## src/rtl/common_pkg.sv

```systemverilog
// Shared types for the Quinta RV32I pipeline.
//   control_t      : decoded control word carried down the pipe
//   CONTROL_BUBBLE : all-zero control, treated as a NOP downstream
//   is_raw()       : true when a stage's control writes a given (non-x0) register
package common_pkg;

  localparam int XLEN    = 32;
  localparam int REG_W   = 5;
  localparam int NUM_SRC = 2;

  typedef struct packed {
    logic             reg_write;
    logic             mem_read;
    logic             mem_write;
    logic             branch;
    logic             jump;
    logic             alu_src;
    logic [3:0]       alu_op;
    logic [REG_W-1:0] write_back_id;
  } control_t;

  localparam control_t CONTROL_BUBBLE = '0;

  // x0 is never a real producer, so a write to it cannot create a dependency.
  function automatic logic is_raw(control_t c, logic [REG_W-1:0] rs);
    return c.reg_write && (rs != '0) && (c.write_back_id == rs);
  endfunction

endpackage

```

## src/rtl/hazard_detect.sv

```systemverilog
// Combinational detection of the hazards forwarding cannot cover.
//   rs_1_id/rs_2_id, uses_rs_1/uses_rs_2 : sources of the ID instruction
//   control_ex_in, control_mem           : producers currently in EX / MEM
//   branch_taken                         : EX squashes this cycle
//   hazard                               : a source depends on an unforwardable result
//   stall_if_id                          : hold PC and IF/ID (suppressed by a flush)
module hazard_detect
  import common_pkg::*;
(
  input  control_t         control_ex_in,
  input  control_t         control_mem,
  input  logic [REG_W-1:0] rs_1_id,
  input  logic [REG_W-1:0] rs_2_id,
  input  logic             uses_rs_1,
  input  logic             uses_rs_2,
  input  logic             branch_taken,
  output logic             hazard,
  output logic             stall_if_id
);

  logic [NUM_SRC-1:0][REG_W-1:0] rs;
  logic [NUM_SRC-1:0]            uses;
  logic [NUM_SRC-1:0]            term;

  assign rs   = {rs_2_id, rs_1_id};
  assign uses = {uses_rs_2, uses_rs_1};

  // EX results never forward, so any EX producer stalls; a MEM producer
  // only stalls when it is a load whose data is still in flight.
  for (genvar n = 0; n < NUM_SRC; n++) begin : g_src
    assign term[n] = uses[n] && (rs[n] != '0) &&
                     (is_raw(control_ex_in, rs[n]) ||
                      (control_mem.mem_read && is_raw(control_mem, rs[n])));
  end

  assign hazard      = |term;
  // A taken branch squashes the dependent instruction anyway; stalling
  // would only delay the redirect.
  assign stall_if_id = hazard && !branch_taken;

  // Only a few control fields matter for hazards.
  logic unused_ctrl;
  assign unused_ctrl = ^{control_ex_in, control_mem};

endmodule

```

## src/rtl/id_ex_stage.sv

```systemverilog
// ID/EX pipeline register of the Quinta RV32I core.
//   Inputs : decoded ID instruction, register-file and forwarding data,
//            EX/MEM control for hazard checks, branch_taken from EX.
//   Outputs: stall_if_id (combinational), registered EX control/operands/
//            rs/pc/imm, saturating stall and flush bubble counters.
// Priority at each edge: rst > branch_taken (flush bubble) > hazard
// (stall bubble) > capture. Latency ID -> EX is one cycle.
module id_ex_stage
  import common_pkg::*;
#(
  parameter int CNT_W = 32
) (
  input  logic             clk,
  input  logic             rst,
  input  control_t         control_id,
  input  logic [REG_W-1:0] rs_1_id,
  input  logic [REG_W-1:0] rs_2_id,
  input  logic             uses_rs_1,
  input  logic             uses_rs_2,
  input  logic [XLEN-1:0]  pc_id,
  input  logic [XLEN-1:0]  imm_id,
  input  logic [XLEN-1:0]  reg_data_1,
  input  logic [XLEN-1:0]  reg_data_2,
  input  logic [XLEN-1:0]  fwd_data_1,
  input  logic             fwd_data_1_valid,
  input  logic [XLEN-1:0]  fwd_data_2,
  input  logic             fwd_data_2_valid,
  input  control_t         control_ex_in,
  input  control_t         control_mem,
  input  logic             branch_taken,
  output logic             stall_if_id,
  output control_t         control_ex,
  output logic [XLEN-1:0]  operand_1_ex,
  output logic [XLEN-1:0]  operand_2_ex,
  output logic [REG_W-1:0] rs_1_ex,
  output logic [REG_W-1:0] rs_2_ex,
  output logic [XLEN-1:0]  pc_ex,
  output logic [XLEN-1:0]  imm_ex,
  output logic [CNT_W-1:0] stall_count,
  output logic [CNT_W-1:0] flush_count
);

  localparam logic [CNT_W-1:0] CNT_ONE = {{(CNT_W-1){1'b0}}, 1'b1};

  logic hazard;

  hazard_detect u_hazard (
    .control_ex_in (control_ex_in),
    .control_mem   (control_mem),
    .rs_1_id       (rs_1_id),
    .rs_2_id       (rs_2_id),
    .uses_rs_1     (uses_rs_1),
    .uses_rs_2     (uses_rs_2),
    .branch_taken  (branch_taken),
    .hazard        (hazard),
    .stall_if_id   (stall_if_id)
  );

  // Operand select: x0 reads as zero no matter what forwarding claims.
  logic [NUM_SRC-1:0][REG_W-1:0] rs_id;
  logic [NUM_SRC-1:0][XLEN-1:0]  reg_data, fwd_data, operand;
  logic [NUM_SRC-1:0]            fwd_valid;

  assign rs_id     = {rs_2_id, rs_1_id};
  assign reg_data  = {reg_data_2, reg_data_1};
  assign fwd_data  = {fwd_data_2, fwd_data_1};
  assign fwd_valid = {fwd_data_2_valid, fwd_data_1_valid};

  for (genvar n = 0; n < NUM_SRC; n++) begin : g_opnd
    assign operand[n] = (rs_id[n] == '0) ? '0 :
                        fwd_valid[n]     ? fwd_data[n] : reg_data[n];
  end

  always_ff @(posedge clk) begin
    if (rst) begin
      control_ex   <= CONTROL_BUBBLE;
      operand_1_ex <= '0;
      operand_2_ex <= '0;
      rs_1_ex      <= '0;
      rs_2_ex      <= '0;
      pc_ex        <= '0;
      imm_ex       <= '0;
      stall_count  <= '0;
      flush_count  <= '0;
    end else if (branch_taken || hazard) begin
      // Both cases load the same bubble; only the counter differs.
      control_ex   <= CONTROL_BUBBLE;
      operand_1_ex <= '0;
      operand_2_ex <= '0;
      rs_1_ex      <= '0;
      rs_2_ex      <= '0;
      pc_ex        <= '0;
      imm_ex       <= '0;
      if (branch_taken) begin
        if (flush_count != '1) flush_count <= flush_count + CNT_ONE;
      end else begin
        if (stall_count != '1) stall_count <= stall_count + CNT_ONE;
      end
    end else begin
      control_ex   <= control_id;
      operand_1_ex <= operand[0];
      operand_2_ex <= operand[1];
      rs_1_ex      <= rs_1_id;
      rs_2_ex      <= rs_2_id;
      pc_ex        <= pc_id;
      imm_ex       <= imm_id;
    end
  end

endmodule

```

## config.mk

```make
export PLATFORM = sky130hd
export DESIGN_NAME = id_ex_stage
export DESIGN_NICKNAME = d
export VERILOG_FILES = /design/src/rtl/common_pkg.sv /design/src/rtl/hazard_detect.sv /design/src/rtl/id_ex_stage.sv
export SDC_FILE = /design/constraint.sdc
export NUM_CORES = 1
export LEC_CHECK = 0
export BUFFER_PORTS_ARGS = -buffer_cell sky130_fd_sc_hd__buf_2
export CAP_MARGIN = 15
export CORE_AREA = 2 2 182 184
export CTS_BUF_LIST = sky130_fd_sc_hd__clkbuf_16
export CTS_CLUSTER_DIAMETER = 80
export DETAILED_ROUTE_END_ITERATION = 7
export DIE_AREA = 0 0 184 186
export GPL_ROUTABILITY_DRIVEN = 0
export SYNTH_ARGS = -nofsm -noshare
export SYNTH_HDL_FRONTEND = slang
export SYNTH_SLANG_ARGS = --single-unit
export TNS_END_PERCENT = 30
```

## constraint.sdc

```tcl
create_clock -name clk -period 4.95 [get_ports clk]
set_input_delay 0 -clock clk [delete_from_list [all_inputs] [get_ports clk]]
set_output_delay 0 -clock clk [all_outputs]
set_load 0.01 [all_outputs]
```

==> flow_summary.yaml, run 1 <==
power_and_ir_drop:
  switching_share_pct: 23.9
  p_comb_share_pct: 12.8
  p_clk_share_pct: 41.9
  peakVddDrop_v: 0.000246
  power_frac_seq_pct: 45.3
  p_int_mw: 3.06
  p_switching_uw: 961
  powerDensity_mw_per_mm2: 298
  leakage_nw: 6.55
sta:
  fmax_mhz: 346
  relSlewSlack_pct: 25.2
  finalCritPeriodShare_pct: 58.5
  rsz0062_at_grt: "no"
  max_slew.worst_pin.slew_ns: 1.12
  tns_ns: 0
  slew_violations: 0
  period_minus_slack_ns: 2.89
  hold_viol_final: 0
  setup_violations: 0
  finClkSkew_ns: 0.0162
synth:
  yosysTopAreaCell: "dfxtp_1"
  synth-main-ff-cell: "dfxtp_1"
  async_flop_share_pct: 0
  yosysMostFrequentCell: "dfxtp_1"
  synth_common_cells: "217 x dfxtp_1, 128 x nor2_1, 97 x and2_1, 65 x mux2i_1, 57 x xor2_1"
  synth_edf_count: 0
  yosysWarnings: 0
  syn_area_per_cell_um2: 9.98
  syn_nets: 1050
  ys_seq_elements: 217
  synth_top_area_share_pct: 54.8
  synthTopCellsByArea: "dfxtp_1 55%, mux2i_1 8.2%, and2_1 7.7%"
  seq_area_frac_synth_pct: 54.8
  syn_area_mm2: 0.00792
  synth.distinct_cells: 35
  postSynthCellCount: 794
routing:
  drt_wl_total_um: 30600
  drcViolationCount: 0
  drt_iter0_markers: 274
  via_per_inst: 4.42
  first_pass_iters: 5
  via_count: 8297
  ant_nets: 0
  routedWlPerCell_um: 16.3
cts:
  cts.path.max_buffers: 3
  ctsResizeCount: 0
  htree_levels: 1
  post_cts_buffers: 0
  cts_tree: "built"
  cts_made_buffers: 25
  clock_latency_ns: 0.52
  cts_root_buf: "clkbuf_16"
  cts_num_sinks: 217
  clk_pin_slew_ns: 0.06
critical_path:
  start_kind: "input pin"
  crit_slowest_cell: "nand2_1"
  path_cells: "dlygate4sd3_1 > buf_2 > xor2_1 > nor4_1 > a32oi_1 > o22ai_4 > nor3_4 > nand2_1 > nor2_1"
  cp_data_required_time_ns: 5.31
  crit_path_end_kind: "register"
  worstPathArrival_ns: 3.25
  reg2reg_depth: 7
  cpPeakStageDelay_ns: 0.88
  worstPathMaxFanout: 32
  r2r-end: "stall_count[25]$_SDFFE_PP0P_"
  crit_type: "in -> reg"
  r2r_start: "stall_count[0]$_SDFFE_PP0P_"
  r2r_slack_ns: 2.32
finish:
  final_nets: 1712
  fin_area_mm2: 0.0135
  drive_gt1_share_pct: 33.8
  area_delta_synth_final_pct: 70.3
status:
  status: "complete, no violations"
global_route:
  met3_usage_pct: 5.32
  grt_pass1_vias: 8361
  grt_use_met2_pct: 29.5
  grt_pass1_wl_um: 44800
  busiest_layer: "met2"
  track_usage_pct: 16.7
  grt_antenna_before_repair: 6
  grt_max_degree: 83
  grt-ovfl-total: 0
  grtUsageMet1_pct: 18.2
floorplan:
  dieHeight_um: 186
  core_area_mm2: 0.0322
  io_pins: 472
  dieWidth_um: 184
  start_util_pct: 24.6
  core.rowCount: 66
  die_area_mm2: 0.0342
hold_path:
  worstHoldPathCells: 3
  hold_path.class: "in -> reg"
  min_from: "rst"
  hold_end: "stall_count[24]$_SDFFE_PP0P_"
placement:
  dp_hpwl_um: 20500
  portBuffers: 454
  placedInstanceArea_mm2: 0.0105
job:
  drv_cap: 0
## kinds of logic (layout without fill, tap and decap cells)
| family | Yosys count | in the layout | share of synthesized area (%) |
|---|---|---|---|
| AND/OR/NAND/NOR | 363 | 363 | 24.0 |
| XOR/XNOR | 67 | 67 | 7.41 |
| AO/OA/AOI/OAI | 36 | 36 | 2.83 |
| multiplexers | 65 | 65 | 8.21 |
| other | 0 | 2 | 0 |
| flip-flops | 217 | 217 | 54.8 |
| buffers and inverters | 44 | 719 | 2.43 |
| adder cells (fa/ha/maj) | 2 | 2 | 0.316 |
## sequential cells by signal, indices dropped and copies added (netlist names)
signal and flops:
stall_count 32, imm_ex 32, operand_2_ex 32, rs_1_ex 5
rs_2_ex 5, pc_ex 32, control_ex 15, flush_count 32
operand_1_ex 32
## through the flow
stage               worst slack (ns)  util [%]  hold slack, ns  std cells  total power [mW]
finish                          2.06      41.9           0.109       1879              4.02
global route                    1.80      41.9           0.136       1879              4.19
CTS                             2.06      41.8          0.0923       1876              4.06
detailed placement              2.06      32.8           0.201       1618              2.20
global placement                2.10      32.8           0.198       1618              2.20
floorplan                       2.86         -           0.122        794              2.01
## power groups by stage
stage | registers, mW | logic [mW] | clock network [mW]
6_report | 1.82 | 0.514 | 1.69
2_1_floorplan | 1.89 | 0.121 | 0
3_3_place_gp | 1.86 | 0.343 | 0
3_5_place_dp | 1.86 | 0.346 | 0
4_1_cts | 1.82 | 0.499 | 1.74
5_1_grt | 1.83 | 0.553 | 1.81
## layer usage
| metal | part of all wire, % | up-vias |
|---|---|---|
| met3 | 7.5 | 114 |
| li1 | - | 3971 |
| met1 | 37 | 3864 |
| met2 | 51 | 346 |
| met5 | 0.033 | - |
| met4 | 4.6 | 2 |
## what timing repair did
item / in CTS / in global routing
hold buffers: 218 / 0
hold endpoints to repair: 157 / 0
endpoints found under the setup margin: 0 / 0
## worst max-delay path by stage
stage                            startpoint                      endpoint  cells after the start
2_1_floorplan  stall_count[17]$_SDFFE_PP0P_  stall_count[30]$_SDFFE_PP0P_                     10
3_3_place_gp                     rs_2_id[4]   operand_2_ex[24]$_SDFF_PP0_                      8
3_5_place_dp                control_mem[13]   operand_2_ex[23]$_SDFF_PP0_                      8
4_1_cts                          rs_2_id[2]   operand_2_ex[23]$_SDFF_PP0_                      9
5_1_grt                          rs_2_id[4]   operand_1_ex[18]$_SDFF_PP0_                      9
6_report                         rs_1_id[4]    operand_1_ex[3]$_SDFF_PP0_                      9
## layout by cell type, fill, tap and decap left out, drive strengths merged, types with 5 or more instances in the layout
cell	count
and4	10
nand4	23
o31ai	5
dfxtp	217
nand3	29
inv	10
clkinv	8
nor4	5
xnor2	10
dlygate4sd3	218
a21oi	16
and3	16
nor2	128
or3	12
nor3	6
o21ai	10
buf	457
or4	5
and2	97
clkbuf	25
xor2	57
mux2i	65
nand2	29
## critical path: cells and delay by family
family                    cells  cell delay, ns
and+or+nand+nor               4            1.60
AOI/OAI and AO/OA             2            0.73
buffers and inverters         2            0.71
xor gates and xnor gates      1            0.17
## area by class of cell
type | instances | area, µm²
Fill cell | 3131 | 18700
Timing Repair Buffer | 675 | 4500
Sequential cell | 217 | 4340
Multi-Input combinational cell | 533 | 3390
Clock buffer | 25 | 626
Tap cell | 408 | 510
Clock inverter | 15 | 104
Inverter | 4 | 15.0
Antenna cell | 2 | 5.00
(Power assumes the default switching activity.)
==> run 2, diff against run 1 <==
clock period = 2.7 ns   (was 4.95 ns; I/O delays follow)
==> flow_summary.yaml, run 2 (synthesized netlist as in run 1, its figures left out) <==
sta:
  finalCritPeriodShare_pct: 94.1
  setup_ws_ns: 0.158
  max_slew.worst_pin.slew_ns: 1.01
  relSlewSlack_pct: 32.7
  hold_viol_final: 0
  rsz0062_at_grt: "no"
  period_minus_slack_ns: 2.54
  tns_ns: 0
  setup_violations: 0
  fmax_mhz: 393
  whs_ns: 0.0171
  slew_violations: 0
  finClkSkew_ns: 0.00760
finish:
  fin_area_mm2: 0.0136
  final_nets: 1724
  multi_input_area_mm2: 0.00339
  final_cell_mix: "454 x buf_2, 220 x dlygate4sd3_1, 217 x dfxtp_1"
  final_common_cell: "buf_2"
  seqCellArea_mm2: 0.00434
  drive_gt1_share_pct: 34.0
  area_delta_synth_final_pct: 71.7
  final_util_pct: 42.2
  nFillCells: 3051
floorplan:
  dieHeight_um: 186
  core_area_mm2: 0.0322
  core.rowCount: 66
  die_area_mm2: 0.0342
  dieWidth_um: 184
  io_pins: 472
  start_util_pct: 24.6
routing:
  drcViolationCount: 0
  via_per_inst: 4.38
  ant_nets: 0
  drt_wl_total_um: 30800
  via_count: 8305
  first_pass_iters: 4
  routedWlPerCell_um: 16.2
  drt_iter0_markers: 254
cts:
  cts.path.max_buffers: 3
  ctsResizeCount: 0
  clock_latency_ns: 0.52
  cts_root_buf: "clkbuf_16"
  cts_made_buffers: 25
  htree_levels: 1
  cts_tree: "built"
  cts_hold_buffers: 220
  cts_num_sinks: 217
  post_cts_buffers: 0
  clk_pin_slew_ns: 0.06
power_and_ir_drop:
  switching_share_pct: 23.8
  p_comb_share_pct: 12.9
  leakage_nw: 6.62
  p_switching_mw: 1.75
  power_frac_seq_pct: 45.3
  powerDensity_mw_per_mm2: 542
  p_clk_share_pct: 41.7
  peakVddDrop_v: 0.000530
  p_int_mw: 5.61
critical_path:
  crit_type: "in -> reg"
  path_cells: "dlygate4sd3_1 > buf_2 > xor2_1 > nor4_1 > a32oi_1 > o22ai_4 > buf_4 > nor3_4 > and2_1 > dlygate4sd3_1"
  reg2reg_depth: 7
  r2r_start: "stall_count[6]$_SDFFE_PP0P_"
  crit_path_end_kind: "register"
  worstPathArrival_ns: 2.94
  cp_num_cells: 10
  cpMostUsedCell: "dlygate4sd3_1"
  cpPeakStageDelay_ns: 0.54
  cp_data_required_time_ns: 3.10
  worstPathMaxFanout: 13
  startpoint: "rs_2_id[1]"
  cp_num_buf_inv: 4
  crit_slowest_cell: "dlygate4sd3_1"
  crit_family: "buffers and inverters"
  start_kind: "input pin"
global_route:
  grt-ovfl-total: 0
  grt_pass1_wl_um: 45800
  grt_max_degree: 79
  grt_pass1_vias: 8494
  grt_antenna_before_repair: 7
  track_usage_pct: 17.1
job:
  drv_cap: 0
hold_path:
  hold_path.class: "in -> reg"
  min_from: "rst"
  worstHoldPathCells: 4
placement:
  pre_cts_slack_ns: 0.302
  placedInstanceArea_mm2: 0.0107
  dp_hpwl_um: 20400
  portBuffers: 454
status:
  status: "complete, no violations"
-- run 2: final timing paths --
| kind | end | slack, ns |
|---|---|---|
| worst max-delay path | rs_2_ex[2]$_SDFF_PP0_ | 0.16 |
| worst min-delay path | rs_2_ex[0]$_SDFF_PP0_ | 0.02 |
| worst max register to register | stall_count[27]$_SDFFE_PP0P_ | 0.27 |
| worst min register to register | flush_count[1]$_SDFFE_PP0P_ | 0.49 |
-- run 2: metal layers --
layer / track usage, % / up-vias / routed length [µm]
met2: 30.0 / 322 / 15500
met1: 18.9 / 3884 / 11600
li1: - / 4008 / -
met5: 0 / - / 11
met3: 5.73 / 89 / 2390
met4: 7.33 / 2 / 1230
-- run 2: worst reg2reg max path, delay by kind of cell, from the launching register on --
kind            cells  cell delay, ns
compound gates      2            0.60
flops               1            0.33
simple gates        5            1.43
-- run 2: power by group through the flow --
stage          clock network (mW)  logic [mW]  registers [mW]
6_report                     3.07       0.953            3.34
5_1_grt                      3.30        1.02            3.35
4_1_cts                      3.17       0.930            3.34
2_1_floorplan                   0       0.222            3.47
3_5_place_dp                    0       0.646            3.41
3_3_place_gp                    0       0.643            3.41
-- run 2: per-stage QoR --
| step | std cells | power (mW) |
|---|---|---|
| after CTS | 1889 | 7.44 |
| after global placement | 1629 | 4.05 |
| after floorplan | 794 | 3.69 |
| after detailed placement | 1629 | 4.05 |
| after global routing | 1892 | 7.67 |
| final | 1894 | 7.37 |
-- run 2: layout make-up --
| type | instances | share of cell area [%] |
|---|---|---|
| Clock buffer | 25 | 4.60 |
| Clock inverter | 15 | 0.681 |
| Timing Repair Buffer | 687 | 33.9 |
| Multi-Input combinational cell | 533 | 24.9 |
| Antenna cell | 5 | 0.0920 |
| Tap cell | 408 | 3.75 |
| Inverter | 4 | 0.110 |
| Sequential cell | 217 | 31.9 |
==> run 3, diff against run 2 <==
MAX_ROUTING_LAYER = met4   (was default)
==> flow_summary.yaml, run 3 (synthesized netlist as in run 1, its figures left out) <==
sta:
  rsz0062_at_grt: "no"
  setup_ws_ns: 0.147
  whs_ns: 0.0158
  hold_viol_final: 0
  max_slew.worst_pin.slew_ns: 1.01
  tns_ns: 0
  slew_violations: 0
  relSlewSlack_pct: 32.4
  setup_violations: 0
  finClkSkew_ns: 0.00734
  period_minus_slack_ns: 2.55
  finalCritPeriodShare_pct: 94.5
  fmax_mhz: 392
finish:
  final_cell_mix: "454 x buf_2, 220 x dlygate4sd3_1, 217 x dfxtp_1"
  nFillCells: 3052
  seqCellArea_mm2: 0.00434
  final_common_cell: "buf_2"
  multi_input_area_mm2: 0.00339
  drive_gt1_share_pct: 34.0
  area_delta_synth_final_pct: 71.7
  fin_cells: 1895
  fin_area_mm2: 0.0136
  final_nets: 1724
  final_util_pct: 42.2
floorplan:
  core_area_mm2: 0.0322
  start_util_pct: 24.6
  dieHeight_um: 186
  die_area_mm2: 0.0342
  core.rowCount: 66
  dieWidth_um: 184
  io_pins: 472
critical_path:
  worstPathMaxFanout: 13
  path_cells: "dlygate4sd3_1 > buf_2 > xor2_1 > nor4_1 > a32oi_1 > o22ai_4 > buf_4 > nor3_4 > and2_1 > dlygate4sd3_1"
  crit_slowest_cell: "dlygate4sd3_1"
  worstPathArrival_ns: 2.96
  crit_type: "in -> reg"
  start_kind: "input pin"
  cp_data_required_time_ns: 3.10
  cp_num_buf_inv: 4
  cpPeakStageDelay_ns: 0.54
  crit_path_end_kind: "register"
  crit_family: "buffers and inverters"
  cpMostUsedCell: "dlygate4sd3_1"
cts:
  cts_num_sinks: 217
  clock_latency_ns: 0.52
  ctsResizeCount: 0
  cts_hold_buffers: 220
  htree_levels: 1
  clk_pin_slew_ns: 0.06
  cts_made_buffers: 25
  cts_tree: "built"
  cts_root_buf: "clkbuf_16"
  post_cts_buffers: 0
  cts.path.max_buffers: 3
power_and_ir_drop:
  powerDensity_mw_per_mm2: 541
  peakVddDrop_v: 0.000529
  leakage_nw: 6.62
  switching_share_pct: 23.7
  power_frac_seq_pct: 45.4
  p_switching_mw: 1.75
  p_clk_share_pct: 41.6
  power_mw: 7.36
  p_comb_share_pct: 13.0
  p_int_mw: 5.61
global_route:
  grtUsageMet1_pct: 19.1
  met3_usage_pct: 5.22
  busiest_layer: "met2"
  grt_pass1_vias: 8539
  grt-ovfl-total: 0
  grt_use_met2_pct: 30.0
  grt_max_degree: 79
  grt_pass1_wl_um: 45600
  track_usage_pct: 17.6
  grt_antenna_before_repair: 7
routing:
  drt_wl_total_um: 30800
  drcViolationCount: 0
  first_pass_iters: 4
  via_count: 8294
  ant_nets: 0
  via_per_inst: 4.38
  routedWlPerCell_um: 16.3
  drt_iter0_markers: 308
hold_path:
  hold_path.class: "in -> reg"
job:
  drv_cap: 0
placement:
  dp_hpwl_um: 20400
  portBuffers: 454
  pre_cts_slack_ns: 0.302
  placedInstanceArea_mm2: 0.0107
  dp.cells: 1629
status:
  status: "complete, no violations"
==> run 3: cell count changes in the layout (fill, tap and decap cells not counted) <==
cell | before | now
diode_2 | 5 | 6
==> run 3: path summary, 6_finish.rpt <==
check | startpoint | end | slack, ns | cells past startpoint
worst max-delay path | rs_2_id[1] | rs_2_ex[2]$_SDFF_PP0_ | 0.15 | 10
worst min-delay path | rst | rs_2_ex[0]$_SDFF_PP0_ | 0.02 | 4
worst max register to register | stall_count[6]$_SDFFE_PP0P_ | stall_count[27]$_SDFFE_PP0P_ | 0.25 | 7
worst min register to register | flush_count[1]$_SDFFE_PP0P_ | flush_count[1]$_SDFFE_PP0P_ | 0.49 | 2
==> run 3: cell type report <==
type / instances / area share (%)
Timing Repair Buffer: 687 / 33.9
Clock buffer: 25 / 4.60
Antenna cell: 6 / 0.110
Tap cell: 408 / 3.75
Multi-Input combinational cell: 533 / 24.9
Sequential cell: 217 / 31.9
Inverter: 4 / 0.110
Clock inverter: 15 / 0.681
==> run 3: power by group through the flow <==
stage,clock network (mW),logic (mW),registers (mW)
2_1_floorplan,0,0.222,3.47
3_3_place_gp,0,0.643,3.41
3_5_place_dp,0,0.646,3.41
4_1_cts,3.17,0.930,3.34
5_1_grt,3.30,1.02,3.35
6_report,3.07,0.954,3.34
==> run 3: worst register-to-register path: cells and delay by family (launching register included) <==
family	cells	cell delay, ns
flops	1	0.33
compound gates	2	0.61
simple gates	5	1.45
==> run 3: metal layers <==
metal	routed length (µm)	share of wire, %
met4	1210	3.9
met1	11900	39
met5	0	0
met3	2220	7.2
met2	15500	50
